## src/rtl/button_event_ctrl_if.sv

```systemverilog
// Event stream carrying one button event at a time from the controller to its consumer.
interface button_event_ctrl_if #(
  parameter int N_BTN = 4
);
  localparam int ID_W = (N_BTN > 1) ? $clog2(N_BTN) : 1;

  logic            evt_valid;
  logic [ID_W-1:0] evt_id;
  logic            evt_repeat;
  logic            evt_ready;

  modport master (output evt_valid, output evt_id, output evt_repeat, input evt_ready);
  modport slave  (input evt_valid, input evt_id, input evt_repeat, output evt_ready);
endinterface

```

## src/rtl/button_event_ctrl.sv

```systemverilog
// Turns debounced button levels into a single stream of press / auto-repeat events,
// round-robin arbitrated, with one pending request slot per button.
module button_event_ctrl #(
  parameter int N_BTN        = 4,
  parameter int HOLD_TICKS   = 50,
  parameter int REPEAT_TICKS = 10
) (
  input  logic               clk,
  input  logic               rst,
  input  logic               tick,
  input  logic [N_BTN-1:0]   btn_db,
  button_event_ctrl_if.master evt,
  output logic               overrun
);
  localparam int ID_W   = (N_BTN > 1) ? $clog2(N_BTN) : 1;
  localparam int CNT_W  = (HOLD_TICKS > 1) ? $clog2(HOLD_TICKS + 1) : 1;
  localparam int RELOAD = (HOLD_TICKS > REPEAT_TICKS) ? (HOLD_TICKS - REPEAT_TICKS) : 0;

  logic [N_BTN-1:0] prev, pend, pend_rep;
  logic [N_BTN-1:0] press, rep_hit, req, ovr_now;
  logic [N_BTN-1:0] pend_nxt, pend_rep_nxt;
  logic [CNT_W-1:0] cnt     [N_BTN];
  logic [CNT_W-1:0] cnt_nxt [N_BTN];
  logic [ID_W-1:0]  rr, rr_nxt, grant_id;
  logic             grant_any, load_ok;
  int               idx;

  // A press and a tick in the same cycle: the press clears the counter and the tick is lost.
  always_comb begin
    for (int i = 0; i < N_BTN; i++) begin
      press[i]   = btn_db[i] & ~prev[i];
      rep_hit[i] = 1'b0;
      cnt_nxt[i] = cnt[i];
      if (!btn_db[i] || press[i]) begin
        cnt_nxt[i] = '0;
      end else if (tick && HOLD_TICKS != 0) begin
        if (int'(cnt[i]) + 1 == HOLD_TICKS) begin
          rep_hit[i] = 1'b1;
          cnt_nxt[i] = CNT_W'(RELOAD);
        end else begin
          cnt_nxt[i] = cnt[i] + CNT_W'(1);
        end
      end
    end
    req = press | rep_hit;
  end

  always_comb begin
    grant_any = 1'b0;
    grant_id  = '0;
    idx       = 0;
    for (int k = 0; k < N_BTN; k++) begin
      idx = int'(rr) + k;
      if (idx >= N_BTN) idx = idx - N_BTN;
      if (!grant_any && pend[idx]) begin
        grant_any = 1'b1;
        grant_id  = ID_W'(idx);
      end
    end
    load_ok = !evt.evt_valid || evt.evt_ready;
    rr_nxt  = (int'(grant_id) == N_BTN - 1) ? '0 : grant_id + ID_W'(1);
  end

  // A slot being handed to the output register this cycle is free for a new request.
  always_comb begin
    pend_nxt     = pend;
    pend_rep_nxt = pend_rep;
    ovr_now      = '0;
    for (int i = 0; i < N_BTN; i++) begin
      if (req[i]) begin
        if (pend[i] && !(load_ok && grant_any && grant_id == ID_W'(i))) begin
          ovr_now[i] = 1'b1;
        end else begin
          pend_nxt[i]     = 1'b1;
          pend_rep_nxt[i] = rep_hit[i];
        end
      end else if (load_ok && grant_any && grant_id == ID_W'(i)) begin
        pend_nxt[i] = 1'b0;
      end
    end
  end

  always_ff @(posedge clk) begin
    if (rst) begin
      prev           <= '1;
      pend           <= '0;
      pend_rep       <= '0;
      rr             <= '0;
      overrun        <= 1'b0;
      evt.evt_valid  <= 1'b0;
      evt.evt_id     <= '0;
      evt.evt_repeat <= 1'b0;
      for (int i = 0; i < N_BTN; i++) cnt[i] <= '0;
    end else begin
      prev     <= btn_db;
      pend     <= pend_nxt;
      pend_rep <= pend_rep_nxt;
      overrun  <= |ovr_now;
      for (int i = 0; i < N_BTN; i++) cnt[i] <= cnt_nxt[i];
      if (load_ok) begin
        if (grant_any) begin
          evt.evt_valid  <= 1'b1;
          evt.evt_id     <= grant_id;
          evt.evt_repeat <= pend_rep[grant_id];
          rr             <= rr_nxt;
        end else begin
          evt.evt_valid  <= 1'b0;
        end
      end
    end
  end
endmodule
```

## src/flat_wrapper.sv

```systemverilog
// flat-port wrapper written by rule: the top's interface ports become plain ports
module button_event_ctrl_flat 
#(
  parameter int N_BTN        = 4,
  parameter int HOLD_TICKS   = 50,
  parameter int REPEAT_TICKS = 10
)
  (clk, rst, tick, btn_db, overrun, evt_evt_valid, evt_evt_id, evt_evt_repeat, evt_evt_ready);
  button_event_ctrl_if #(.N_BTN(N_BTN)) evt_i ();
  input  logic clk;
  input  logic rst;
  input  logic tick;
  input  logic [N_BTN-1:0] btn_db;
  output logic overrun;
  output wire logic [$bits(evt_i.evt_valid)-1:0] evt_evt_valid;
  output wire logic [$bits(evt_i.evt_id)-1:0] evt_evt_id;
  output wire logic [$bits(evt_i.evt_repeat)-1:0] evt_evt_repeat;
  input wire logic [$bits(evt_i.evt_ready)-1:0] evt_evt_ready;
  assign evt_evt_valid = evt_i.evt_valid;
  assign evt_evt_id = evt_i.evt_id;
  assign evt_evt_repeat = evt_i.evt_repeat;
  assign evt_i.evt_ready = evt_evt_ready;
  button_event_ctrl #(.N_BTN(N_BTN), .HOLD_TICKS(HOLD_TICKS), .REPEAT_TICKS(REPEAT_TICKS)) u_core (.clk(clk), .rst(rst), .tick(tick), .btn_db(btn_db), .evt(evt_i), .overrun(overrun));
endmodule
```

## config.mk

```make
export PLATFORM = sky130hd
export DESIGN_NAME = button_event_ctrl_flat
export DESIGN_NICKNAME = d
export VERILOG_FILES = /design/src/rtl/button_event_ctrl_if.sv /design/src/rtl/button_event_ctrl.sv /design/src/flat_wrapper.sv
export SDC_FILE = /design/constraint.sdc
export NUM_CORES = 1
export LEC_CHECK = 0
export CORE_ASPECT_RATIO = 1.2
export CORE_UTILIZATION = 29
export CTS_CLUSTER_DIAMETER = 30
export CTS_CLUSTER_SIZE = 24
export DETAILED_ROUTE_END_ITERATION = 10
export PLACE_DENSITY = 0.57
export SYNTH_ARGS = -nofsm -noshare
export SYNTH_HDL_FRONTEND = slang
export SYNTH_SLANG_ARGS = --single-unit
```

## constraint.sdc

```tcl
create_clock -name clk -period 2.2 [get_ports clk]
set_clock_uncertainty 0.15 [all_clocks]
set_input_delay 0.22 -clock clk [delete_from_list [all_inputs] [get_ports clk]]
set_output_delay 0.22 -clock clk [all_outputs]
set_load 0.005 [all_outputs]
```

Yosys cells after proc, flatten, opt, wreduce, memory -nomap -nowiden --
Memories as Yosys holds them, arrays and structs flattened. Index checks and enable logic that the tools add are counted.
Storage, ports and cells: flip-flop bits (word level) 19, logic and storage cells 192, RAM bits 24, output and inout bits 5, memories kept 1, input bits 8
Operators by class: reduce and logical (&&, ||, !) cells 44, add/subtract/negate cells 16, eq/ne operators 12, bitwise operators 17, mux-type cells 79, magnitude comparators 9
Memory list:
- u_core.cnt | depth 4, bits a word 6, read ports 4, clocked after Yosys merged registers in 0, write ports 4, RTL line button_event_ctrl.sv:22 | logic [CNT_W-1:0] cnt [N_BTN];
Operators with widths (number):
- $eq A32 B7 Y1 const B | 4
- $lt A32 B4 Y1 const B | 4
- $mux W32 | 4
- $ge A32 B4 Y1 const B | 3
- $mux W6 | 16
- $sub A32 B4 Y32 const B | 3
- $mux W1 | 49
- $add A6 B1 Y7 const B | 4
- $add A6 B1 Y6 const B | 4
- $reduce_and A2 Y1 | 9
- $logic_and A1 B1 Y1 | 12
- $logic_not A1 Y1 | 12
- $bmux W1 S2 | 5
- $mux W2 | 5
- $ne A2 B2 Y1 const B | 4
- $not A1 Y1 | 8
- $reduce_bool A2 Y1 | 4
- $add A2 B2 Y3 const B | 2
- $logic_or A1 B1 Y1 | 5
- $and A1 B1 Y1 | 4
- $eq A2 B1 Y1 const B | 2
- $eq A2 B2 Y1 const B | 2
- $or A1 B1 Y1 | 4
- $or A4 B4 Y4 | 1
- 7 further kinds | 7

Depth between registers and ports, before layout --
depth after elaboration 22, depth in mapped cells 10

Least setup slack after synthesis --
No wires, ideal clock.
path kind register to register, from register u_core.pend[0], to register u_core.overrun, arrival 1.958 ns, stages on the path, launching flop included 10, required time 1.976 ns, path slack 0.018 ns, clock period less this slack 2.182 ns, cell sequence dfxtp_1 > nor3b_1 > or3_4 > inv_1 > ha_1 > a21boi_0 > nand3b_1 > o311ai_0 > a41oi_1 > a31oi_1
On the way: longest elaborated chain between the ends 20
RTL lines:
- from (decl) | RTL line button_event_ctrl.sv:19 | logic [N_BTN-1:0] prev, pend, pend_rep;
- from (signal assigned) | RTL line button_event_ctrl.sv:96 | pend <= pend_nxt;
- $bmux W1 S2 | RTL line button_event_ctrl.sv:55 | if (!grant_any && pend[idx]) begin
- $mux W1 (implied by the code) (2 in series) | RTL line button_event_ctrl.sv:55
- $mux W1 | RTL line button_event_ctrl.sv:55
- $logic_not A1 Y1 | RTL line button_event_ctrl.sv:55
- $logic_and A1 B1 Y1 | RTL line button_event_ctrl.sv:55
- $mux W1 | RTL line button_event_ctrl.sv:55
- $logic_not A1 Y1 | RTL line button_event_ctrl.sv:55
- $logic_and A1 B1 Y1 | RTL line button_event_ctrl.sv:55
- [... 4 more ...]
- via u_core.grant_id[1] | RTL line button_event_ctrl.sv:24 | logic [ID_W-1:0] rr, rr_nxt, grant_id;
- $eq A2 B1 Y1, or another cell as far along | RTL line button_event_ctrl.sv:71 | if (pend[i] && !(load_ok && grant_any && grant_id == ID_W'(i))) begin
- $logic_and A1 B1 Y1 | RTL line button_event_ctrl.sv:71
- $logic_not A1 Y1 | RTL line button_event_ctrl.sv:71
- $logic_and A1 B1 Y1 | RTL line button_event_ctrl.sv:71
- $mux W1 | RTL line button_event_ctrl.sv:71
- $mux W1 | RTL line button_event_ctrl.sv:70 | if (req[i]) begin
- $reduce_or A4 Y1 (*) | RTL line button_event_ctrl.sv:98 | overrun <= |ovr_now;
- to (signal assigned) | RTL line button_event_ctrl.sv:98
- to (decl) | RTL line button_event_ctrl.sv:13 | output logic overrun
Mark *: on every way through the listed nets, which the timed path passes. The rest lies on a longest branch. The select of a mux whose other input is x is not followed. A chain may end at the register's enable or synchronous reset.

Worst setup path in the final report --
Same ends and word-level chain as after synthesis.

==> flow_summary_export.csv <==
group,metric,value,unit
clocking,clock-root-buffer,"clkbuf_8",
hold_path,min_delay_path_depth,1,
route,drt_iter0_markers,100,
route,totalWireLength,4822,um
synth,synth_nets,298,
worst_setup_path,crit_start,"u_core.pend[0]",
floorplan,ios,13,
timing,finalCritPeriodShare,96.31,%
synth,netlist_instances,278,
timing,finalHoldViolations,0,
hold_path,min_path_type,"flip-flop to flip-flop",
worst_setup_path,cp-end-kind,"flip-flop",
timing,hold_ws,0.3521,ns
pwr,ir_drop,0.3845,mV
cells_and_area,drive_gt1_share,15.72,%
synth,ys.warnings.count,0,
timing,finalSetupViolCount,0,
clocking,ctsHoldBuffers,0,
global_routing,grt_usage,12.04,%
floorplan,rows,35,
timing,slew-limit-headroom,71.75,%
worst_setup_path,required,2.27,ns
worst_setup_path,worstReg2RegEnd,"u_core.overrun",
floorplan,die_w,84.50,um
route,vias_per_cell,5.128,
global_routing,top_usage_layer,"met2",
place,gp_congestion,0.7718,
synth,synth_top_family_by_area,"simple AND/OR/NAND/NOR gates",
global_routing,met1_usage,14.14,%
synth,muxShareOfSynthArea,3.487,%
timing,timing.fmax,0.4720,GHz
timing,tightest_slew,0.4232,ns
synth,yosys.area_share.simple,28.42,%
synth,synthAdderAreaFrac,6.339,%
synth,synth.distinct_cells,52,
worst_setup_path,cp_slowest_stage_delay,0.36,ns
clocking,cts_buffer_depth,2,
global_routing,grt_pass1_vias,1848,
timing,layout_min_cycle_time,2.119,ns
place,place.detailed.hpwl,3371,um
pwr,cellPowerDensity,621.9,nW/um2
route,firstDrtPassIters,8,
worst_setup_path,path_common_cell,"buf_4",
cells_and_area,nNetsFinal,318,
timing,slew_violations,0,
cells_and_area,n_antenna_cell,0,
synth,synth_edf_count,0,
floorplan,dieArea,8535,um2
global_routing,gr-usage-met3,3.030,%
global_routing,grt_first_pass_wirelength,8280,um
synth,async_flop_share,0,%
run_status,outcome,"finished with violations",
clocking,postCtsSetupBuffers,0,
worst_setup_path,worst-path-buf-inv,3,
hold_path,min_to,"u_core.pend[2]",
synth,synthXorXnorAreaFrac,5.547,%
route,post_drt_wl_per_cell,12.33,um
global_routing,antenna_found_initial,0,
route,dr_total_vias,2005,
worst_setup_path,critPathMaxFanout,5,
clocking,cts_tree,"done",
cells_and_area,n_fill_cell,810,
worst_setup_path,cp-start-kind,"flip-flop",
clocking,ctsHtreeMaxLevel,2,
route,drc_errors,2,
pwr,p_leak,1.034,nW
worst_setup_path,reg2reg_setup_slack,0.08,ns
worst_setup_path,cp_slowest_cell,"dfxtp_4",
synth,synth_compound_area_share,14.32,%
clocking,cts.reportedPaths.clkPinSlew,0.08,ns
worst_setup_path,critical_path_class,"flip-flop to flip-flop",
synth,ys_ff_latch,43,
global_routing,grt_max_degree,22,
clocking,cts_made_buffers,5,
floorplan,design.core.area,7795,um2
floorplan,die_h,101,um
timing,final.setup.tns,0,ns
run_status,violations,"design-rule violations",
synth,yosysSeqAreaShare,36.34,%
place,port_buffers,12,
synth,synthFlopType,"dfxtp_1",
global_routing,globalRouteOverflowTotal,0,
worst_setup_path,path_delay_family,"compound AO/OA/AOI/OAI gates",
clocking,clock_latency,0.29,ns
synth,synth_area,2369,um2
floorplan,initial_core_util,30.39,%
job,cap_viol_max_count,0,
worst_setup_path,r2r-start,"u_core.pend[0]",
route,ant_nets,0,
synth,syn_avg_cell_area,8.520,um2
worst_setup_path,arrival,2.19,ns
worst_setup_path,reg2reg_depth,11,
clocking,clock_sinks,43,
cells_and_area,area_growth,19.23,%
worst_setup_path,crit_chain,"buf_4 -> nor4_2 -> buf_4 -> nor4_4 -> buf_4 -> ha_1 -> nand2_1 -> nand2_2 -> o311ai_2 -> a41oi_2 -> a31oi_1",
global_routing,grt.met2_usage,21.26,%
hold_path,min-delay-start,"u_core.prev[2]",
==> layout by cell type (no fill, tap or decap), types with 4 or more instances in the layout <==
cell type,n
xnor2_1,6
nand2_1,24
nor2_1,33
and3_1,7
nor3_1,10
clkbuf_8,5
nand2b_1,4
mux2i_1,6
xor2_1,9
a41oi_1,4
dfxtp_1,38
a31oi_1,4
ha_1,11
a311oi_1,4
clkdlybuf4s50_1,12
or2_2,6
nand4b_1,5
inv_1,15
nand3b_1,5
a21oi_1,14
nand4_1,7
buf_4,13
o21ai_0,8
==> worst max path at each step <==
stage	endpoint	slack, ns	cells after the start
2_1_floorplan	u_core.overrun	0.02	9
3_3_place_gp	u_core.pend_rep[3]	-0.04	9
3_5_place_dp	u_core.pend_rep[3]	-0.14	9
4_1_cts	u_core.pend_rep[1]	0.006	10
5_1_grt	u_core.overrun	-0.04	11
6_report	u_core.overrun	0.08	11
==> timing repair <==
action	4_1_cts	5_1_grt
gates cloned	0	0
resized for setup	6	16
pin swaps	0	4
setup endpoints to repair	4	5
==> per-layer routing <==
layer / vias to the layer above / share of wire [%]
met5: - / 0
met4: 0 / 0.75
met3: 2 / 2.8
met2: 33 / 49
met1: 937 / 48
li1: 1033 / -
==> report_power, final <==
| part | total, mW | switching [mW] | internal [mW] |
|---|---|---|---|
| logic | 0.204 | 0.103 | 0.101 |
| clock network | 0.727 | 0.274 | 0.454 |
| registers | 0.825 | 0.0250 | 0.800 |
==> registers in the layout, indices dropped and copies added, names as in the netlist <==
register / cells
u_core.cnt: 24
u_core.evt.evt_repeat: 1
u_core.overrun: 1
u_core.pend_rep: 4
u_core.rr: 2
u_core.pend: 4
u_core.prev: 4
u_core.evt.evt_id: 2
u_core.evt.evt_valid: 1
==> stage by stage <==
step | util (%) | worst slack, ns | instances | power [mW] | cell area (um2)
4_1_cts | 35.49 | 0.006250 | 391 | 1.771 | 2766
3_5_place_dp | 33.69 | -0.1449 | 383 | 1.036 | 2626
5_1_grt | 36.23 | -0.03638 | 391 | 1.841 | 2824
6_report | 36.23 | 0.08126 | 391 | 1.756 | 2824
2_1_floorplan | - | 0.01819 | 278 | 0.9632 | 2369
3_3_place_gp | 33.69 | -0.04382 | 383 | 1.035 | 2626
==> synthesized netlist by cell type (7+ instances only) <==
cell type	count	area, um2
a21oi_1	14	70.07
and3_1	7	43.79
clkbuf_1	7	26.28
dfxtp_1	43	860.8
ha_1	12	150.1
inv_1	15	56.30
nand2_1	25	93.84
nand4_1	7	43.79
nor2_1	33	123.9
nor3_1	10	50.05
o21ai_0	8	40.04
xor2_1	9	78.83
==> layout make-up <==
class                   instances  area, um2  share of cell area [%]
clock buffers                   6      72.57                   2.570
clock inverters                 2      60.06                   2.127
inverters                      15      56.30                   1.994
multi-input cells             208       1428                   50.55
flip-flops and latches         43      874.6                   30.97
well taps                      92      115.1                   4.076
repair buffers                 25      217.7                   7.709
==> kinds of logic (layout without fill, tap and decap cells) <==
kind of cell    after synthesis  after routing
fa+ha+maj                    12             12
flops                        43             43
simple gates                123            123
mux                           7              7
compound gates               51             51
buf+inv                      27             48
xor+xnor                     15             15
Note: power is estimated with default switching activity, not from simulation.
